[src/rtl/multicycle_control_fsm.sv]
// Moore sequencer for the multi-cycle MIPS datapath: decodes op_code/funct into selects and strobes.
// Latency: lw 5, R/addi/sw 4, beq/j/jal/jr 3 cycles; mem_ready=0 stalls FETCH, MEM_RD and MEM_WR.
// Define INSTR_COUNT_EN to build the retired-instruction counter on instr_count (tied to 0 otherwise).
module multicycle_control_fsm #(
   parameter logic [5:0] OP_RTYPE = 6'h00,
   parameter logic [5:0] OP_LW    = 6'h23,
   parameter logic [5:0] OP_SW    = 6'h2B,
   parameter logic [5:0] OP_BEQ   = 6'h04,
   parameter logic [5:0] OP_J     = 6'h02,
   parameter logic [5:0] OP_JAL   = 6'h03,
   parameter logic [5:0] OP_ADDI  = 6'h08,
   parameter logic [5:0] FUNCT_JR = 6'h08
) (
   input  logic        clk,
   input  logic        reset,
   input  logic [5:0]  op_code,
   input  logic [5:0]  funct,
   input  logic        mem_ready,
   output logic        pc_write,
   output logic        pc_write_cond,
   output logic        i_or_d,
   output logic        mem_read,
   output logic        mem_write,
   output logic        ir_write,
   output logic        reg_write,
   output logic [1:0]  reg_dst,
   output logic [1:0]  mem_to_reg,
   output logic        alu_src_a,
   output logic [1:0]  alu_src_b,
   output logic [1:0]  alu_op,
   output logic [1:0]  pc_source,
   output logic        arith,
   output logic        illegal_op,
   output logic [3:0]  state,
   output logic [31:0] instr_count
);

   localparam logic [3:0] FETCH    = 4'd0,  DECODE = 4'd1,  MEM_ADDR = 4'd2,  MEM_RD = 4'd3,
                          MEM_WB   = 4'd4,  MEM_WR = 4'd5,  EXEC_R   = 4'd6,  R_WB   = 4'd7,
                          BRANCH   = 4'd8,  JUMP   = 4'd9,  I_EXEC   = 4'd10, I_WB   = 4'd11,
                          JAL      = 4'd12, JR     = 4'd13;

   logic [3:0] state_q;
   logic [3:0] state_nxt;
   logic [3:0] decode_nxt;
   logic       op_legal;

   always_comb begin
      op_legal   = 1'b1;
      decode_nxt = FETCH;
      case (op_code)
         OP_LW, OP_SW: decode_nxt = MEM_ADDR;
         OP_RTYPE:     decode_nxt = (funct == FUNCT_JR) ? JR : EXEC_R;
         OP_BEQ:       decode_nxt = BRANCH;
         OP_J:         decode_nxt = JUMP;
         OP_JAL:       decode_nxt = JAL;
         OP_ADDI:      decode_nxt = I_EXEC;
         default:      op_legal   = 1'b0;
      endcase
   end

   always_comb begin
      state_nxt = FETCH;
      case (state_q)
         FETCH:    state_nxt = mem_ready ? DECODE : FETCH;
         DECODE:   state_nxt = decode_nxt;
         MEM_ADDR: state_nxt = (op_code == OP_SW) ? MEM_WR : MEM_RD;
         MEM_RD:   state_nxt = mem_ready ? MEM_WB : MEM_RD;
         MEM_WR:   state_nxt = mem_ready ? FETCH : MEM_WR;
         EXEC_R:   state_nxt = R_WB;
         I_EXEC:   state_nxt = I_WB;
         default:  state_nxt = FETCH;
      endcase
   end

   always_ff @(posedge clk) begin
      if (reset) state_q <= FETCH;
      else       state_q <= state_nxt;
   end

   always_comb begin
      pc_write      = 1'b0;
      pc_write_cond = 1'b0;
      i_or_d        = 1'b0;
      mem_read      = 1'b0;
      mem_write     = 1'b0;
      ir_write      = 1'b0;
      reg_write     = 1'b0;
      reg_dst       = 2'd0;
      mem_to_reg    = 2'd0;
      alu_src_a     = 1'b0;
      alu_src_b     = 2'd0;
      alu_op        = 2'd0;
      pc_source     = 2'd0;
      illegal_op    = 1'b0;
      case (state_q)
         FETCH:    begin mem_read = 1'b1; alu_src_b = 2'd1; ir_write = mem_ready; pc_write = mem_ready; end
         DECODE:   begin alu_src_b = 2'd3; illegal_op = ~op_legal; end
         MEM_ADDR: begin alu_src_a = 1'b1; alu_src_b = 2'd2; end
         MEM_RD:   begin mem_read = 1'b1; i_or_d = 1'b1; end
         MEM_WB:   begin reg_write = 1'b1; mem_to_reg = 2'd1; end
         MEM_WR:   begin mem_write = 1'b1; i_or_d = 1'b1; end
         EXEC_R:   begin alu_src_a = 1'b1; alu_op = 2'd2; end
         R_WB:     begin reg_write = 1'b1; reg_dst = 2'd1; end
         BRANCH:   begin alu_src_a = 1'b1; alu_op = 2'd1; pc_write_cond = 1'b1; pc_source = 2'd1; end
         JUMP:     begin pc_write = 1'b1; pc_source = 2'd2; end
         JAL:      begin pc_write = 1'b1; pc_source = 2'd2; reg_write = 1'b1; reg_dst = 2'd2; mem_to_reg = 2'd2; end
         JR:       begin pc_write = 1'b1; pc_source = 2'd3; end
         I_EXEC:   begin alu_src_a = 1'b1; alu_src_b = 2'd2; end
         I_WB:     reg_write = 1'b1;
         default:  ;
      endcase
      // Strobes are squashed combinationally so an in-flight write dies in the reset cycle itself.
      if (reset) begin
         pc_write      = 1'b0;
         pc_write_cond = 1'b0;
         mem_read      = 1'b0;
         mem_write     = 1'b0;
         ir_write      = 1'b0;
         reg_write     = 1'b0;
         illegal_op    = 1'b0;
      end
   end

   assign arith = 1'b1;
   assign state = state_q;

`ifdef INSTR_COUNT_EN
   logic [31:0] count_q;
   logic        retire;

   always_comb begin
      retire = 1'b0;
      case (state_q)
         MEM_WB, R_WB, BRANCH, JUMP, JAL, JR, I_WB: retire = 1'b1;
         MEM_WR:                                    retire = mem_ready;
         default:                                   retire = 1'b0;
      endcase
   end

   always_ff @(posedge clk) begin
      if (reset)       count_q <= 32'h0;
      else if (retire) count_q <= count_q + 32'd1;
   end

   assign instr_count = count_q;
`else
   assign instr_count = 32'h0;
`endif

endmodule

[config.mk]
export PLATFORM = sky130hd
export DESIGN_NAME = multicycle_control_fsm
export DESIGN_NICKNAME = d
export VERILOG_FILES = /design/src/rtl/multicycle_control_fsm.sv
export SDC_FILE = /design/constraint.sdc
export NUM_CORES = 1
export LEC_CHECK = 0
export BUFFER_PORTS_ARGS = -buffer_cell sky130_fd_sc_hd__buf_2
export CAP_MARGIN = 20
export CORE_ASPECT_RATIO = 0.6
export CORE_MARGIN = 2
export CORE_UTILIZATION = 40
export CTS_BUF_LIST = sky130_fd_sc_hd__clkbuf_8 sky130_fd_sc_hd__clkbuf_16
export CTS_CLUSTER_DIAMETER = 80
export DETAILED_ROUTE_END_ITERATION = 6
export PLACE_DENSITY = 0.81
export SLEW_MARGIN = 25
export SYNTH_ARGS = -nofsm -noshare
export SYNTH_HDL_FRONTEND = slang
export SYNTH_SLANG_ARGS = --single-unit
export TNS_END_PERCENT = 10
[constraint.sdc]
create_clock -name clk -period 1.65 [get_ports clk]
set_input_delay 0.2475 -clock clk [delete_from_list [all_inputs] [get_ports clk]]
set_output_delay 0.2475 -clock clk [all_outputs]
set_load 0.1 [all_outputs]
* Word-level counts from Yosys, hierarchy flattened
Cells that the tools add are included.
** Word-level totals
- Flip-flop bits (word level) :: 4
- Bits of input ports :: 15
- Output and inout bits :: 56
** Operators by class
- Eq/ne operators :: 20
- Multiplexer cells :: 29
- Bitwise gates (word level) :: 1
- Reduce and logical (&&, ||, !) cells :: 11
** Operators with widths (number)
- $pmux W4 S7 :: 1
- $eq A4 B4 Y1 const B :: 6
- $pmux W4 S6 :: 1
- $mux W1 :: 17
- $eq A4 B3 Y1 const B :: 4
- $eq A6 B2 Y1 const B :: 2
- $eq A6 B4 Y1 const B :: 2
- $eq A6 B6 Y1 const B :: 2
- $pmux W2 S2 :: 3
- $pmux W2 S3 :: 2
- $reduce_or A2 Y1 :: 5
- $mux W3 :: 3
- $eq A4 B2 Y1 const B :: 2
- $reduce_or A4 Y1 :: 2
- $reduce_or A7 Y1 :: 1
- $eq A6 B3 Y1 const B :: 1
- $logic_not A6 Y1 :: 1
- $eq A4 B1 Y1 const B :: 1
- $logic_not A4 Y1 :: 1
- $mux W4 :: 1
- $reduce_or A3 Y1 :: 1
- $pmux W1 S2 :: 1
- $not A1 Y1 :: 1

* Logic depth before layout (Yosys ltp)
- Word-level depth :: 6
- Mapped depth :: 5
- Depth with buffers taken out :: 4

* Worst setup path after synthesis
OpenSTA, ideal clock, no wires.
- Path kind :: reg-to-output
- Start :: register state_q[3], in the netlist state[3]
- End :: output port pc_write_cond
- Data arrival time :: 4093 ps
- Required time :: 1402 ps
- Setup slack :: -2691 ps
- Cell stages (with the launch flop) :: 4
- Cell sequence :: dfxtp_1 buf_6 nand2b_1 nor4_1
** Between the ends
- Word-level cells in the longest chain between the ends :: 3
** RTL lines
- from (decl) :: RTL line 43 : logic [3:0] state_q;
- from (signal assigned) :: RTL line 78 : else state_q <= state_nxt;
- $eq A4 B4 Y1 :: RTL line 96 : case (state_q)
- $mux W1 :: RTL line 96
- $mux W1 :: RTL line 114 : if (reset) begin
- to (decl) :: RTL line 20 : output logic pc_write_cond,
Every way passes these cells.

* Worst setup path after layout
- Start :: register state_q[2], in the netlist state[2]
- End :: register state_q[2], in the netlist state[2]
** Between the ends
- Word-level cells in the longest chain between the ends :: 2
- Elaborated cells between the ends (all ways) :: 8
- Classes of those cells :: eq/ne: 6; mux: 1; reduce/logical: 1
** RTL lines
- $eq A4 B4 Y1 (tied with other cells) :: RTL line 64 : case (state_q)
- $pmux W4 S7 (*) :: RTL line 64
Every way passes the cells marked *; elsewhere a longest branch is shown, timed or not.
A chain may end at the register's enable or synchronous reset.

==> results.toml <==
[global_route]
grt_pass1_wl_microns = 4660
grt_overflow = 0
antenna_found_initial = 0
grt_pass1_vias = 963
grt_max_degree = 15
grt_use_total_pct = 23.5

[clock_tree]
cts_tree = "yes"
cts_made_buffers = 3
insertion_delay_ns = 0.22
h-tree-depth = 1
cts_buffer_depth = 2
clk_pin_slew_worst_paths_ns = 0.03
cts.sinks = 4
cts-root-buf = "clkbuf_8"

[finish]
layout-drive-gt1-share_pct = 49.7
num_antenna_cells = 0
layout_common_cells = "33 x conb_1, 19 x buf_12, 18 x buf_2, 17 x buf_4, 10 x a21oi_1"
area_growth_pct = 76.8
largest_reg_flops = 4
layout_commonest_cell = "conb_1"
final.fill_count = 127
finish.utilization_pct = 75.2
nets = 200

[run_status]
violations = "setup timing"
status = "finished with violations"

[power_and_ir_drop]
powerDensity_mw_per_mm2 = 552
ir_drop_uv = 358
p_leak_nw = 0.691

[sta]
skew_ns = 0.000945
drv_slew = 0
setup_ws_ns = -0.0133
setup_viol = 1
final.setup.tns_ns = -0.0133
final-hold-violation-count = 0
max_freq_mhz = 601
period_needed_ns = 1.66
min_period_over_period_pct = 101
grt_setup_unrepaired = "true"

[route]
first_iter_violations = 88
viasPerCell = 5.31
routed-via-count = 1132
drcViolationCount = 0
dr.pass1.iters = 6
routedWlPerCell_microns = 15.5
routed_wl_microns = 3290
final_antenna_net_count = 0

[yosys]
syn_inst = 135
yosys.area.top_type_share_pct = 26.7
ys_ff_latch = 4
yosys_warnings = 0
synth_area_leaders = "buf_4 27%, dfxtp_1 8.6%, a21oi_1 7.0%"
ys_types = 42
yosysSeqAreaShare_pct = 8.64
syn_avg_cell_area_sq_um = 6.87
syn_area_sq_um = 927
yosysTopAreaCell = "buf_4"

[floorplan]
coreArea_sq_mm = 0.00218
start_util_pct = 42.5
io_pins = 71
rows = 13
fp.dieW_microns = 66.2
fp.dieArea_sq_mm = 0.00273
fp.dieH_microns = 41.3

[placement]
port_buffers = 37
gp_congestion = 0.969
dp_slack_ns = 0.0896
dp_hpwl_microns = 2150

[hold_path]
worst_hold_path_type = "in -> reg"

[worst_setup_path]
crit_path_max_fanout = 11
cp-end-kind = "register"
crit_path_start_kind = "register"
worstPathArrival_ns = 1.78
cp.required_ns = 1.77
critPathKind = "reg -> reg"

[job]
drv_cap = 0
-- final cells by class --
class	count	area, sq um	share of cell area (%)
Clock buffer	3	41.3	2.52
Inverter	2	7.51	0.458
Multi-Input combinational cell	119	848	51.8
Sequential cell	4	95.1	5.80
Tap cell	30	37.5	2.29
Timing Repair Buffer	55	609	37.2
-- power breakdown --
group          internal (mW)  total (mW)  switching [mW]
clock network          0.156       0.207          0.0514
registers             0.0947       0.103         0.00836
logic                 0.0974       0.595           0.498
total                  0.348       0.905           0.557
-- kinds of logic (layout without fill, tap and decap cells) --
group | Yosys count | after routing | synth area share [%]
AO/OA/AOI/OAI | 32 | 32 | 22.1
XOR/XNOR | 2 | 2 | 1.89
buffers and inverters | 43 | 60 | 32.1
flip-flops | 4 | 4 | 8.64
multiplexers | 1 | 1 | 1.08
other | 2 | 33 | 0.810
AND/OR/NAND/NOR | 51 | 51 | 33.3
-- worst paths after layout --
path | startpoint | to | slack [ns] | depth (start not counted)
setup / recovery | state[2] | state[2] | -0.01 | 5
hold / removal | op_code[4] | state[3] | 0.37 | 3
setup reg to reg | state[2] | state[2] | -0.01 | 5
hold reg to reg | state[1] | state[1] | 0.60 | 2
-- worst max-delay path, cell delays in order, from the launching register on --
cell,delay [ns]
dfxtp_4,0.39
buf_4,0.19
nor3_2,0.17
nand3_2,0.11
or4_1,0.49
o22ai_1,0.21
-- what timing repair did --
action	in CTS	in global routing
setup endpoints to repair	5	5
setup buffers	12	1
gates resized for setup	3	10
hold buffers	0	0
pin swaps	0	2
-- stage by stage --
stage	instance area (sq um)	power (mW)	cells	hold WS, ns
2_1_floorplan	1230	0.646	166	0.331
3_3_place_gp	1450	0.666	197	0.575
3_5_place_dp	1450	0.673	197	0.572
4_1_cts	1600	0.887	212	0.351
5_1_grt	1640	0.933	213	0.378
6_report	1640	0.905	213	0.367
-- synthesized netlist by cell type --
library cell   n
nor2_1        11
o22a_1         1
or2_1          2
o211ai_1       1
nand2_1        4
or3b_1         1
nor3_1         7
a211oi_1       2
clkbuf_1       2
a31oi_1        2
nand2b_1       7
o21ai_0        2
nor4_1         1
a21oi_1       13
xor2_1         1
o22ai_1        1
a2111o_1       1
conb_1         2
and2b_1        1
o32a_1         1
nand3_1        1
buf_6          1
and3_1         4
buf_1          1
nor3_2         2
or4_1          3
dfxtp_1        4
a2111oi_0      1
inv_1          2
nor2b_1        3
xnor2_1        1
nor3b_1        1
and4b_1        1
o21ai_1        3
o21ba_2        1
buf_2          4
or3_1          1
a222oi_1       1
o21bai_1       2
buf_4         33
nor4b_4        1
mux2i_1        1
-- metal layers --
metal,track usage (%),wire [microns],vias to the layer above
met2,45.5,1640,100
met4,11.7,65,0
li1,-,-,508
met3,3.23,343,12
met5,0,0,-
met1,27.0,1240,512
Power figures use the tool's default switching activity.
